## config.mk

```make
export PLATFORM = sky130hd
export DESIGN_NAME = word_serial_tx_flat
export DESIGN_NICKNAME = d
export VERILOG_FILES = /design/src/rtl/word_serial_tx_pkg.sv /design/src/rtl/word_serial_tx_if.sv /design/src/rtl/word_serial_tx.sv /design/src/flat_wrapper.sv
export SDC_FILE = /design/constraint.sdc
export NUM_CORES = 1
export LEC_CHECK = 0
export CAP_MARGIN = 20
export CORE_ASPECT_RATIO = 1.1
export CORE_UTILIZATION = 30
export CTS_CLUSTER_SIZE = 10
export DETAILED_ROUTE_END_ITERATION = 10
export GPL_ROUTABILITY_DRIVEN = 1
export PLACE_DENSITY = 0.6
export SLEW_MARGIN = 30
export SYNTH_ARGS = -nofsm -noshare
export SYNTH_HDL_FRONTEND = slang
export SYNTH_SLANG_ARGS = --single-unit
```

## constraint.sdc

```tcl
create_clock -name t_clk -period 6.9 [get_ports t_clk]
set_input_delay 1.035 -clock t_clk [delete_from_list [all_inputs] [get_ports t_clk]]
set_output_delay 1.035 -clock t_clk [all_outputs]
set_load 0.01 [all_outputs]
```

## src/rtl/word_serial_tx_pkg.sv

```systemverilog
// Shared types and framing constants for the word-serial transmitter.
package word_serial_tx_pkg;

  typedef enum logic [1:0] {
    IDLE = 2'd0,
    SYNC = 2'd1,
    DATA = 2'd2,
    GAP  = 2'd3
  } state_e;

  localparam int FRAME_SYNC_BITS = 8;
  localparam int FRAME_DATA_BITS = 32;
  localparam logic [7:0] DEFAULT_SYNC_BYTE = 8'hA5;

endpackage

```

## src/rtl/word_serial_tx_if.sv

```systemverilog
// Word handshake between a producer and the word-serial transmitter.
interface word_serial_tx_if;
  import word_serial_tx_pkg::*;

  logic [FRAME_DATA_BITS-1:0] word_in;
  logic                       word_valid;
  logic                       word_ready;

  modport master (output word_in, output word_valid, input  word_ready);
  modport slave  (input  word_in, input  word_valid, output word_ready);
endinterface

```

## src/rtl/word_serial_tx.sv

```systemverilog
// Serialises 32-bit words as SYNC_BYTE + word (MSB first) + even parity,
// followed by GAP_CYCLES idle bit-times.
module word_serial_tx
  import word_serial_tx_pkg::*;
#(
  parameter logic [7:0] SYNC_BYTE  = DEFAULT_SYNC_BYTE,
  parameter int         GAP_CYCLES = 4
) (
  input  logic                t_clk,
  input  logic                rst_n,
  word_serial_tx_if.slave     word_if,
  output logic                data_out,
  output logic                tx_busy,
  output logic                frame_done,
  output logic [15:0]         frame_cnt
);

  // Six bits cover the 33 DATA bit-times; widened only when the gap needs it.
  localparam int CNT_W = (GAP_CYCLES > 63) ? 8 : 6;
  typedef logic [CNT_W-1:0] cnt_t;

  localparam cnt_t LAST_SYNC = cnt_t'(FRAME_SYNC_BITS - 1);
  localparam cnt_t LAST_DATA = cnt_t'(FRAME_DATA_BITS - 1);
  localparam cnt_t GAP_LAST  = cnt_t'((GAP_CYCLES > 0) ? GAP_CYCLES - 1 : 0);

  state_e                     state_q, state_d;
  cnt_t                       cnt_q, cnt_d;
  logic [FRAME_DATA_BITS-1:0] shift_q, shift_d;
  logic                       parity_q, parity_d;
  logic                       data_out_q, data_out_d;
  logic                       frame_done_q, frame_done_d;
  logic [15:0]                frame_cnt_q, frame_cnt_d;
  logic                       run_q;
  logic                       handshake;
  logic [2:0]                 sync_idx;

  assign word_if.word_ready = run_q && (state_q == IDLE);
  assign handshake          = word_if.word_valid && word_if.word_ready;
  assign sync_idx           = 3'(FRAME_SYNC_BITS - 2) - cnt_q[2:0];

  assign data_out   = data_out_q;
  assign tx_busy    = (state_q != IDLE);
  assign frame_done = frame_done_q;
  assign frame_cnt  = frame_cnt_q;

  // data_out_d is the bit that will be on the line for the next bit-time.
  always_comb begin
    state_d      = state_q;
    cnt_d        = cnt_q;
    shift_d      = shift_q;
    parity_d     = parity_q;
    data_out_d   = 1'b0;
    frame_done_d = 1'b0;
    frame_cnt_d  = frame_cnt_q;
    case (state_q)
      IDLE: begin
        if (handshake) begin
          state_d    = SYNC;
          cnt_d      = '0;
          shift_d    = word_if.word_in;
          data_out_d = SYNC_BYTE[7];
        end
      end
      SYNC: begin
        if (cnt_q == LAST_SYNC) begin
          state_d    = DATA;
          cnt_d      = '0;
          data_out_d = shift_q[FRAME_DATA_BITS-1];
          parity_d   = shift_q[FRAME_DATA_BITS-1];
          shift_d    = {shift_q[FRAME_DATA_BITS-2:0], 1'b0};
        end else begin
          cnt_d      = cnt_q + 1'b1;
          data_out_d = SYNC_BYTE[sync_idx];
        end
      end
      DATA: begin
        if (cnt_q < LAST_DATA) begin
          cnt_d      = cnt_q + 1'b1;
          data_out_d = shift_q[FRAME_DATA_BITS-1];
          parity_d   = parity_q ^ shift_q[FRAME_DATA_BITS-1];
          shift_d    = {shift_q[FRAME_DATA_BITS-2:0], 1'b0};
        end else if (cnt_q == LAST_DATA) begin
          cnt_d        = cnt_q + 1'b1;
          data_out_d   = parity_q;
          frame_done_d = 1'b1;
          frame_cnt_d  = frame_cnt_q + 16'd1;
        end else begin
          state_d = (GAP_CYCLES > 0) ? GAP : IDLE;
          cnt_d   = '0;
        end
      end
      GAP: begin
        if (cnt_q == GAP_LAST) begin
          state_d = IDLE;
          cnt_d   = '0;
        end else begin
          cnt_d = cnt_q + 1'b1;
        end
      end
      default: begin
        state_d = IDLE;
        cnt_d   = '0;
      end
    endcase
  end

  always_ff @(posedge t_clk or negedge rst_n) begin
    if (!rst_n) begin
      state_q      <= IDLE;
      cnt_q        <= '0;
      shift_q      <= '0;
      parity_q     <= 1'b0;
      data_out_q   <= 1'b0;
      frame_done_q <= 1'b0;
      frame_cnt_q  <= '0;
      run_q        <= 1'b0;
    end else begin
      state_q      <= state_d;
      cnt_q        <= cnt_d;
      shift_q      <= shift_d;
      parity_q     <= parity_d;
      data_out_q   <= data_out_d;
      frame_done_q <= frame_done_d;
      frame_cnt_q  <= frame_cnt_d;
      run_q        <= 1'b1;
    end
  end

endmodule

```

## src/flat_wrapper.sv

```systemverilog
// flat-port wrapper written by rule: the top's interface ports become plain ports
module word_serial_tx_flat import word_serial_tx_pkg::*;
#(
  parameter logic [7:0] SYNC_BYTE  = DEFAULT_SYNC_BYTE,
  parameter int         GAP_CYCLES = 4
)
  (t_clk, rst_n, data_out, tx_busy, frame_done, frame_cnt, word_if_word_in, word_if_word_valid, word_if_word_ready);
  word_serial_tx_if word_if_i ();
  input  logic t_clk;
  input  logic rst_n;
  output logic data_out;
  output logic tx_busy;
  output logic frame_done;
  output logic [15:0] frame_cnt;
  input wire logic [$bits(word_if_i.word_in)-1:0] word_if_word_in;
  input wire logic [$bits(word_if_i.word_valid)-1:0] word_if_word_valid;
  output wire logic [$bits(word_if_i.word_ready)-1:0] word_if_word_ready;
  assign word_if_i.word_in = word_if_word_in;
  assign word_if_i.word_valid = word_if_word_valid;
  assign word_if_word_ready = word_if_i.word_ready;
  word_serial_tx #(.SYNC_BYTE(SYNC_BYTE), .GAP_CYCLES(GAP_CYCLES)) u_core (.t_clk(t_clk), .rst_n(rst_n), .word_if(word_if_i), .data_out(data_out), .tx_busy(tx_busy), .frame_done(frame_done), .frame_cnt(frame_cnt));
endmodule
```

# Word-level counts from Yosys, hierarchy flattened
# Memory sizes are Yosys's and may differ from the RTL's.
# Index checks and enable logic that the tools add are counted.
[totals] reg_bits=60 romBits=8 input_bits=35 out_inout_bits=20 word_cells=66 n_memories=1
[classes] n_addsub=3 magnitude_cmp=2 n_eq_ne=12 mux=28 bitwise=2 reduce_logical=10
[memory_table] name="(no name shown)" depth=8 width=1 read_ports=1 rd_ports_with_merged_regs=0 wr=0 line="word_serial_tx.sv:73" source="data_out_d = SYNC_BYTE[sync_idx];"
[ops] cell="32-bit two-way mux" count=3
[ops] cell="32-bit one-hot mux with 3 select lines" count=1
[ops] cell="6-bit two-way mux" count=5
[ops] cell="6-bit one-hot mux with 4 select lines" count=1
[ops] cell="16-bit by 1-bit adder with 16-bit output (second input constant)" count=1
[ops] cell="1-bit two-way mux" count=10
[ops] cell="2-bit two-way mux" count=5
[ops] cell="2-bit by 1-bit != test with 1-bit output (second input constant)" count=4
[ops] cell="2-bit one-hot mux with 4 select lines" count=1
[ops] cell="6-bit by 1-bit adder with 6-bit output (second input constant)" count=1
[ops] cell="6-bit by 2-bit == test with 1-bit output (second input constant)" count=1
[ops] cell="6-bit by 3-bit == test with 1-bit output (second input constant)" count=1
[ops] cell="6-bit by 5-bit == test with 1-bit output (second input constant)" count=1
[ops] cell="6-bit by 5-bit less-than comparator with 1-bit output (second input constant)" count=1
[ops] cell="3-bit AND reduction" count=2
[ops] cell="5-bit AND reduction" count=1
[ops] cell="2-bit == test (second input constant)" count=2
[ops] cell="3-bit by 4-bit less-than comparator with 1-bit output (second input constant)" count=1
[ops] cell="2-bit != test (second input constant)" count=2
[ops] cell="4-bit AND reduction" count=1
[ops] cell="2-bit nonzero test" count=2
[ops] cell="1-bit one-hot mux with 3 select lines" count=1
[ops] cell="3-bit nonzero test" count=1
[ops] cell="3-bit subtractor (first input constant)" count=1
[ops] cell="6 further kinds" count=7

# Depth between registers and ports, before layout
[depth] word_depth=5 ltp_mapped=7 depth_no_buf=6

# Worst setup path before layout
# No wires, ideal clock.
[synth_timing] path_kind="register to register" startpoint="reg u_core.cnt_q[0]" endpoint="reg u_core.shift_q[0]" setup_ns=0.125 arrival_ns=2.128 setup_slack_ns=4.647 stages_incl_launch_ff=8 n_path_buf=2 period_less_slack_ns=2.253 path_cell_list="dfrtp_1 > ha_1 > nor4b_4 > a21boi_2 > or4_1 > buf_6 > buf_12 > mux2_4"
[synth_via] elab_chain_cells=3 elab_cells_between_ends=5 classes_between="order compare: 1; eq/ne: 3; reduce/logical: 1"
[synth_lines] element="start: declaration" line="word_serial_tx.sv:27" source="cnt_t cnt_q, cnt_d;"
[synth_lines] element="start signal: assignment" line="word_serial_tx.sv:119" source="cnt_q <= cnt_d;"
[synth_lines] element="6-bit by 5-bit less-than comparator with 1-bit output / 6-bit by 3-bit == test with 1-bit output (equally long branches)" line="word_serial_tx.sv:77, word_serial_tx.sv:65"
[synth_lines] element="2-bit by 1-bit != test with 1-bit output (no line)"
[synth_lines] element="4-bit AND reduction (no line) *"
[synth_lines] element="end signal: assignment" line="word_serial_tx.sv:120" source="shift_q <= shift_d;"
[synth_lines] element="end: declaration" line="word_serial_tx.sv:28" source="logic [FRAME_DATA_BITS-1:0] shift_q, shift_d;"
# Every way passes the cells marked *; elsewhere a longest branch is shown, timed or not.
# A chain may end at the register's enable or synchronous reset.

# Final worst setup path
[layout_timing] startpoint="reg u_core.state_q[1]" endpoint="out word_if_word_ready"
[layout_via] elab_chain_cells=2
[layout_lines] element="start: declaration" line="word_serial_tx.sv:26" source="state_e state_q, state_d;"
[layout_lines] element="start signal: assignment" line="word_serial_tx.sv:118" source="state_q <= state_d;"
[layout_lines] element="2-bit logical NOT" line="word_serial_tx.sv:37" source="assign word_if.word_ready = run_q && (state_q == IDLE);"
[layout_lines] element="1-bit logical AND" line="word_serial_tx.sv:37"
[layout_lines] element="end: declaration" line="flat_wrapper.sv:17" source="output wire logic [$bits(word_if_i.word_ready)-1:0] word_if_word_ready;"
# Every way passes these cells.

==> flow_summary.yaml <==
floorplan:
  coreArea_um2: 10490
  die_area_um2: 11330
  num_rows: 39
  ios: 55
  die_w_um: 101.6
  start_util: 0.3120
  die_h_um: 111.6
worst_setup_path:
  reg2reg_slack_ps: 4320
  cp-start-kind: "register"
  arrival_ps: 1800
  critical_path.endpoint_type: "primary output"
  critPathKind: "reg -> out"
  crit_path_max_fanout: 4
  required_ps: 5860
clock_network:
  root_buffer: "clkbuf_16"
  cts_tree: "yes"
  clockBufferDepth: 2
  cts_buffers: 9
  clock_latency_ps: 320
  postCtsSetupBuffers: 0
  htreeDepth: 3
  clock_sinks: 60
  cts-resized-gates: 0
  hold_buffers: 0
  cts.clk_slew.worst_paths_ps: 50
timing:
  tns_ps: 0
  fin_skew_ps: 6.978
  finalCritPeriodShare: 0.4102
  fmax_ghz: 0.3533
  hold_violations: 0
  rsz0062_at_grt: "false"
  setup_violations: 0
  worst_pin_slew_ps: 774.1
  relSlewSlack: 0.4839
  slew_violations: 0
  period_minus_slack_ps: 2830
power:
  power_uw: 928.0
  power_leakage_uw: 0.001912
  p_sw_uw: 171.6
  swShare: 0.1849
  clkPwrFrac: 0.549
  internal_power_uw: 756.4
  pwr-share-seq: 0.397
  irDropWorstVdd_uv: 114.0
  powerDensity_nw_per_um2: 218.8
  pwr-share-comb: 0.054
finish:
  post-route-util: 0.4043
  regArea_um2: 1501
  fin_area_um2: 4242
  nets: 359
  multi_input_area_um2: 1638
  area_growth_syn_to_layout_pct: 29.59
  antenna_cells: 0
  fin_cells: 463
  drive_above_1_share: 0.2750
  fillers: 1009
logic_synthesis:
  synthAdderAreaFrac: 0.03058
  synth_top_family_by_area: "multiplexers"
  synth_cell_types: 46
  synth_edf_count: 0
  synthXorXnorAreaFrac: 0.04281
  synth_nets: 304
  synth-simple-area-share: 0.1120
  ys.flop_type: "dfrtp_1"
  synth_compound_area_frac: 0.04893
  yosysSeqAreaShare: 0.4587
  syn_avg_cell_area_um2: 12.54
  ys_ff_latch: 60
  async_reset_ff_frac: 1.000
  synthMuxAreaShare: 0.2638
  syn_area_um2: 3273
  synthCells: 261
  yosysWarnings: 0
detailed_routing:
  firstDrtPassIters: 5
  drt_iter0_drc: 42
  detail-route-antenna-nets: 0
  drc: 0
  dr_total_vias: 2138
  viasPerCell: 4.618
  wl_per_cell_um: 13.64
  totalWireLength_mm: 6.316
place:
  place_area_um2: 3902
  post-dp-hpwl_mm: 4.292
  gp_congestion: 0.7882
  dp_cells: 448
  io_buffers: 54
run_status:
  status: "finished clean"
global_route:
  antenna_found_initial: 0
  grt_usage: 0.1240
  gr-total-overflow: 0
  grt_max_degree: 61
  grt_pass1_wl_mm: 10.79
  grt_pass1_vias: 2170
worst_hold_path:
  hp-class: "reg -> reg"
flow_run:
  cap_violations: 0
logic make-up (layout without fill, tap and decap cells):
| group | count (synthesis) | count (layout) |
|---|---|---|
| flops | 60 | 60 |
| mux | 67 | 67 |
| buf+inv | 21 | 80 |
| xor+xnor | 16 | 16 |
| compound gates | 22 | 22 |
| simple gates | 66 | 66 |
| fa+ha+maj | 8 | 8 |
| other cells | 1 | 1 |
worst paths after layout:
kind / startpoint / cells past startpoint / to
min in group asynchronous: rst_n / 2 / u_core.cnt_q[3]
max in group asynchronous: rst_n / 2 / u_core.shift_q[19]
max: u_core.state_q[1] / 4 / word_if_word_ready
max reg2reg: u_core.cnt_q[0] / 5 / u_core.shift_q[17]
min reg2reg: u_core.frame_cnt[15] / 1 / u_core.frame_cnt[15]
min: u_core.frame_cnt[15] / 1 / u_core.frame_cnt[15]
Yosys cell counts, drive strengths merged, types with 4 or more instances:
master  number  share of area
nor3         7          0.011
clkbuf       6         0.0073
dfrtp       60           0.46
and3         4         0.0080
mux2        64           0.25
o21ai        4         0.0061
nand3       12          0.018
nand2       16          0.018
nand4        6          0.011
inv          9          0.010
nor2         6         0.0069
xnor2        9          0.024
buf          6          0.024
xor2         7          0.019
ha           8          0.031
area by class of cell:
class | count | share of cell area
clock buffer | 10 | 0.05634
inverter | 9 | 0.007965
sequential | 60 | 0.3540
multi-input combinational | 180 | 0.3861
timing repair buffer | 56 | 0.1298
tap | 143 | 0.04218
clock inverter | 5 | 0.02360
power groups by stage:
stage / registers, uW / logic [uW] / clock network [uW]
3_5_place_dp: 374 / 51.7 / 0
2_1_floorplan: 372 / 22.2 / 0
4_1_cts: 368 / 51.8 / 522
5_1_grt: 369 / 55.3 / 542
6_report: 368 / 50.2 / 510
3_3_place_gp: 374 / 50.4 / 0
per-layer routing:
metal,up-vias,part of all wire,track usage
li1,1038,-,-
met1,1047,0.45,0.1558
met2,46,0.50,0.2014
met3,7,0.040,0.02448
met4,0,0.011,0.06087
met5,-,0,0
sequential cells by signal, summed over array words and instances, names as in the netlist:
register	cells
u_core.cnt_q	6
u_core.data_out	1
u_core.frame_cnt	16
u_core.frame_done	1
u_core.parity_q	1
u_core.run_q	1
u_core.shift_q	32
u_core.state_q	2
per-stage QoR:
stage / hold slack, ps / worst slack, ps
after global placement: 457.0 / 3525
final: 470.4 / 4070
after detailed placement: 462.3 / 3834
after floorplan: 473.6 / 4647
after CTS: 469.5 / 4035
after global routing: 490.3 / 3977
critical path: stages, from the launching register on:
cell	delay, ps
dfrtp_1	410
inv_1	140
ha_1	230
and2_1	160
clkdlybuf4s50_1	530
cells in the final DEF, fill, tap and decap left out, types with 2 or more instances in the layout:
master           instances
clkinv_2                 2
inv_1                    9
dfrtp_1                 60
mux2i_1                  3
xnor2_1                  9
nor3_1                   7
bufinv_16                3
o21a_1                   2
a21oi_1                  2
a21boi_2                 2
nand3_1                 12
nand4_1                  6
nand2_1                 16
ha_1                     8
xor2_1                   7
and3_1                   3
o21ai_0                  4
o211ai_1                 2
and4_1                   2
mux2_2                  34
a31oi_1                  2
clkbuf_16                9
nor2_1                   6
buf_4                    2
nor2b_1                  3
clkdlybuf4s50_1         53
mux2_4                  30
and2_1                   3
(Power assumes the default switching activity.)
==> variant (same settings) <==
Register the output `frame_cnt` once more, with the module's reset; this adds one clock of latency there. The other outputs are not delayed to match.
--- a/src/rtl/word_serial_tx.sv
+++ b/src/rtl/word_serial_tx.sv
@@ -43,3 +43,9 @@
   assign frame_done = frame_done_q;
-  assign frame_cnt  = frame_cnt_q;
+  always_ff @(posedge t_clk or negedge rst_n) begin
+    if (!rst_n) begin
+      frame_cnt <= '0;
+    end else begin
+      frame_cnt <= frame_cnt_q;
+    end
+  end
 
Check against the original RTL: no difference found for any inputs over 10 cycles, from zero or initial values and one cycle with rst_n low; that may be too few to reach the edited logic, so the function may still have changed.
==> variant against the unedited design <==
Routed wire length up 3.4%. Cell area up 8.1%. Worst setup slack worse by 0.052 ns. Sequential cell count up 16. Area after synthesis up 12%. Synthesized cell count up 2.3%. First-iteration DRC count up 100%. Via count up 3.2%.
Power is not compared: it rests on default switching activity, and its combinational part moved more than twofold at a synthesized area within 25%.
==> variant: results (changes against the unedited design) <==
Status
  – Status: completed (unchanged)

Place
  – Final Wtd Congestion: 0.817 (was 0.788)
  – Dpl cell area: 4290 um2 (was 3900 um2)
  – Detailed Place HPWL: 4300 um (was 4290 um)
  – Cells after DPL: 462 (was 448)

Detailed routing
  – Wire length on met2: 2900 um (was 3170 um)
  – Routed wire length: 6530 um (was 6320 um)
  – Initial DRC Count: 84 (was 42)
  – Pre-Repair DR Iteration Count: 4 (was 5)
  – Vias per cell: 4.62 (about the same)
  – Top sig layer: met4 (unchanged)
  – Met3 Routed Length: 335 um (was 253 um)
  – Metal-1 WL: 3160 um (was 2820 um)
  – WL/cell: 13.7 um (was 13.6 um)

Global routing
  – Met2 usage: 0.171 (was 0.201)
  – Routing usage on met3: 0.0404 (was 0.0245)
  – Largest net degree at the start of global routing: 77 (was 61)
  – GRT Overall Usage: 0.118 (was 0.124)
  – Met1 global-route usage: 0.154 (was 0.156)
  – First-pass GRT wire length: 11,500 um (was 10,800 um)
  – Number of global-route vias before repair: 2,404 (was 2,170)

Hold path
  – Hold EP: u_core.frame_cnt[15] (unchanged)
  – Min-Delay Path Depth: 0 (was 1)
  – Hold WC Path Type: register to register (unchanged)
  – Hold Crit Start: u_core.frame_cnt_q[15] (was u_core.frame_cnt[15])

Pwr
  – Net Switching: 600 uW
  – Comb pwr share: 0.457

Cells and area
  – Layout cells sized above 1: 0.275 (about the same)
  – Layout fillers: 1,104 (was 1,009)
  – Final #Nets: 367 (was 359)

Logic synthesis
  – Synth top cells by count: dfrtp_1 (76), mux2_2 (35), mux2_4 (30) (was dfrtp_1 (60), mux2_2 (34), mux2_4 (30))
  – Post-synth top flop: dfrtp_1 (unchanged)
  – Mapped Nets: 311 (was 304)
  – Complex-gate fraction of the synthesized area: 0.0397 (was 0.0489)
  – Seq/Total Area, Yosys: 0.520 (was 0.459)
  – Yosys cell types: 38 (was 46)
  – Xor/xnor share of the synthesized area: 0.0383 (was 0.0428)
  – Post-synthesis mux area share: 0.239 (was 0.264)
  – Syn Inst Count: 267 (was 261)
  – Largest cells by area after synthesis: dfrtp_1 (52%), mux2_4 (12%), mux2_2 (11%) (was dfrtp_1 (46%), mux2_4 (14%), mux2_2 (12%))
  – Adder-Cell Fraction of Synth Area: 0.0308 (was 0.0306)

Timing
  – Clk_skew: 0.00715 ns (was 0.00698 ns)
  – Worst-Margin Slew: 0.695 ns (was 0.774 ns)

Clock tree
  – Clk pin slew, worst setup/hold paths: 0.05 ns (about the same)
  – H-tree depth: 3 (unchanged)
  – Clk_lat worst skew: 0.34 ns (was 0.32 ns)
  – Max clock buf depth: 2 (unchanged)

Worst setup path
  – Setup crit start: u_core.state_q[0] (was u_core.state_q[1])
  – Top Family by Delay on Critical Path: buffers and inverters (unchanged)
  – Max Fanout on Critical Path: 4 (unchanged)
  – R2R Setup Slk: 4.28 ns (was 4.32 ns)
  – Worst reg2reg endpoint: u_core.shift_q[9] (was u_core.shift_q[17])
  – Crit path DAT: 1.85 ns (was 1.80 ns)
## variant: changes by cell type after synthesis, moves of 3 or more
cell	unedited run	this run
inv_1	9	6
xor2_1	7	4
dfrtp_1	60	76
xnor2_1	9	12
nand3_1	12	9
nor2_1	6	10
nor3_1	7	2
## variant: worst register-to-register path: stages (launching register included)
cell and delay, ns:
dfrtp_1 0.46, ha_1 0.32, and4_1 0.30, o21a_1 0.21, or4_4 0.81, mux2_4 0.40
## variant: through the flow
stage / setup WS [ns] / hold WS (ns) / utilization
global route: 3.92 / 0.423 / 0.394
global placement: 3.81 / 0.387 / 0.368
floorplan: 4.52 / 0.373 / -
finish: 4.02 / 0.399 / 0.394
detailed placement: 3.73 / 0.383 / 0.368
CTS: 4.01 / 0.401 / 0.393
## variant: area by class of cell
cell class,count,share of cell area
Tap cell,150,0.0410
Multi-Input combinational cell,175,0.356
Sequential cell,76,0.415
Clock inverter,5,0.0115
Clock buffer,10,0.0521
Inverter,6,0.00491
Timing Repair Buffer,55,0.120
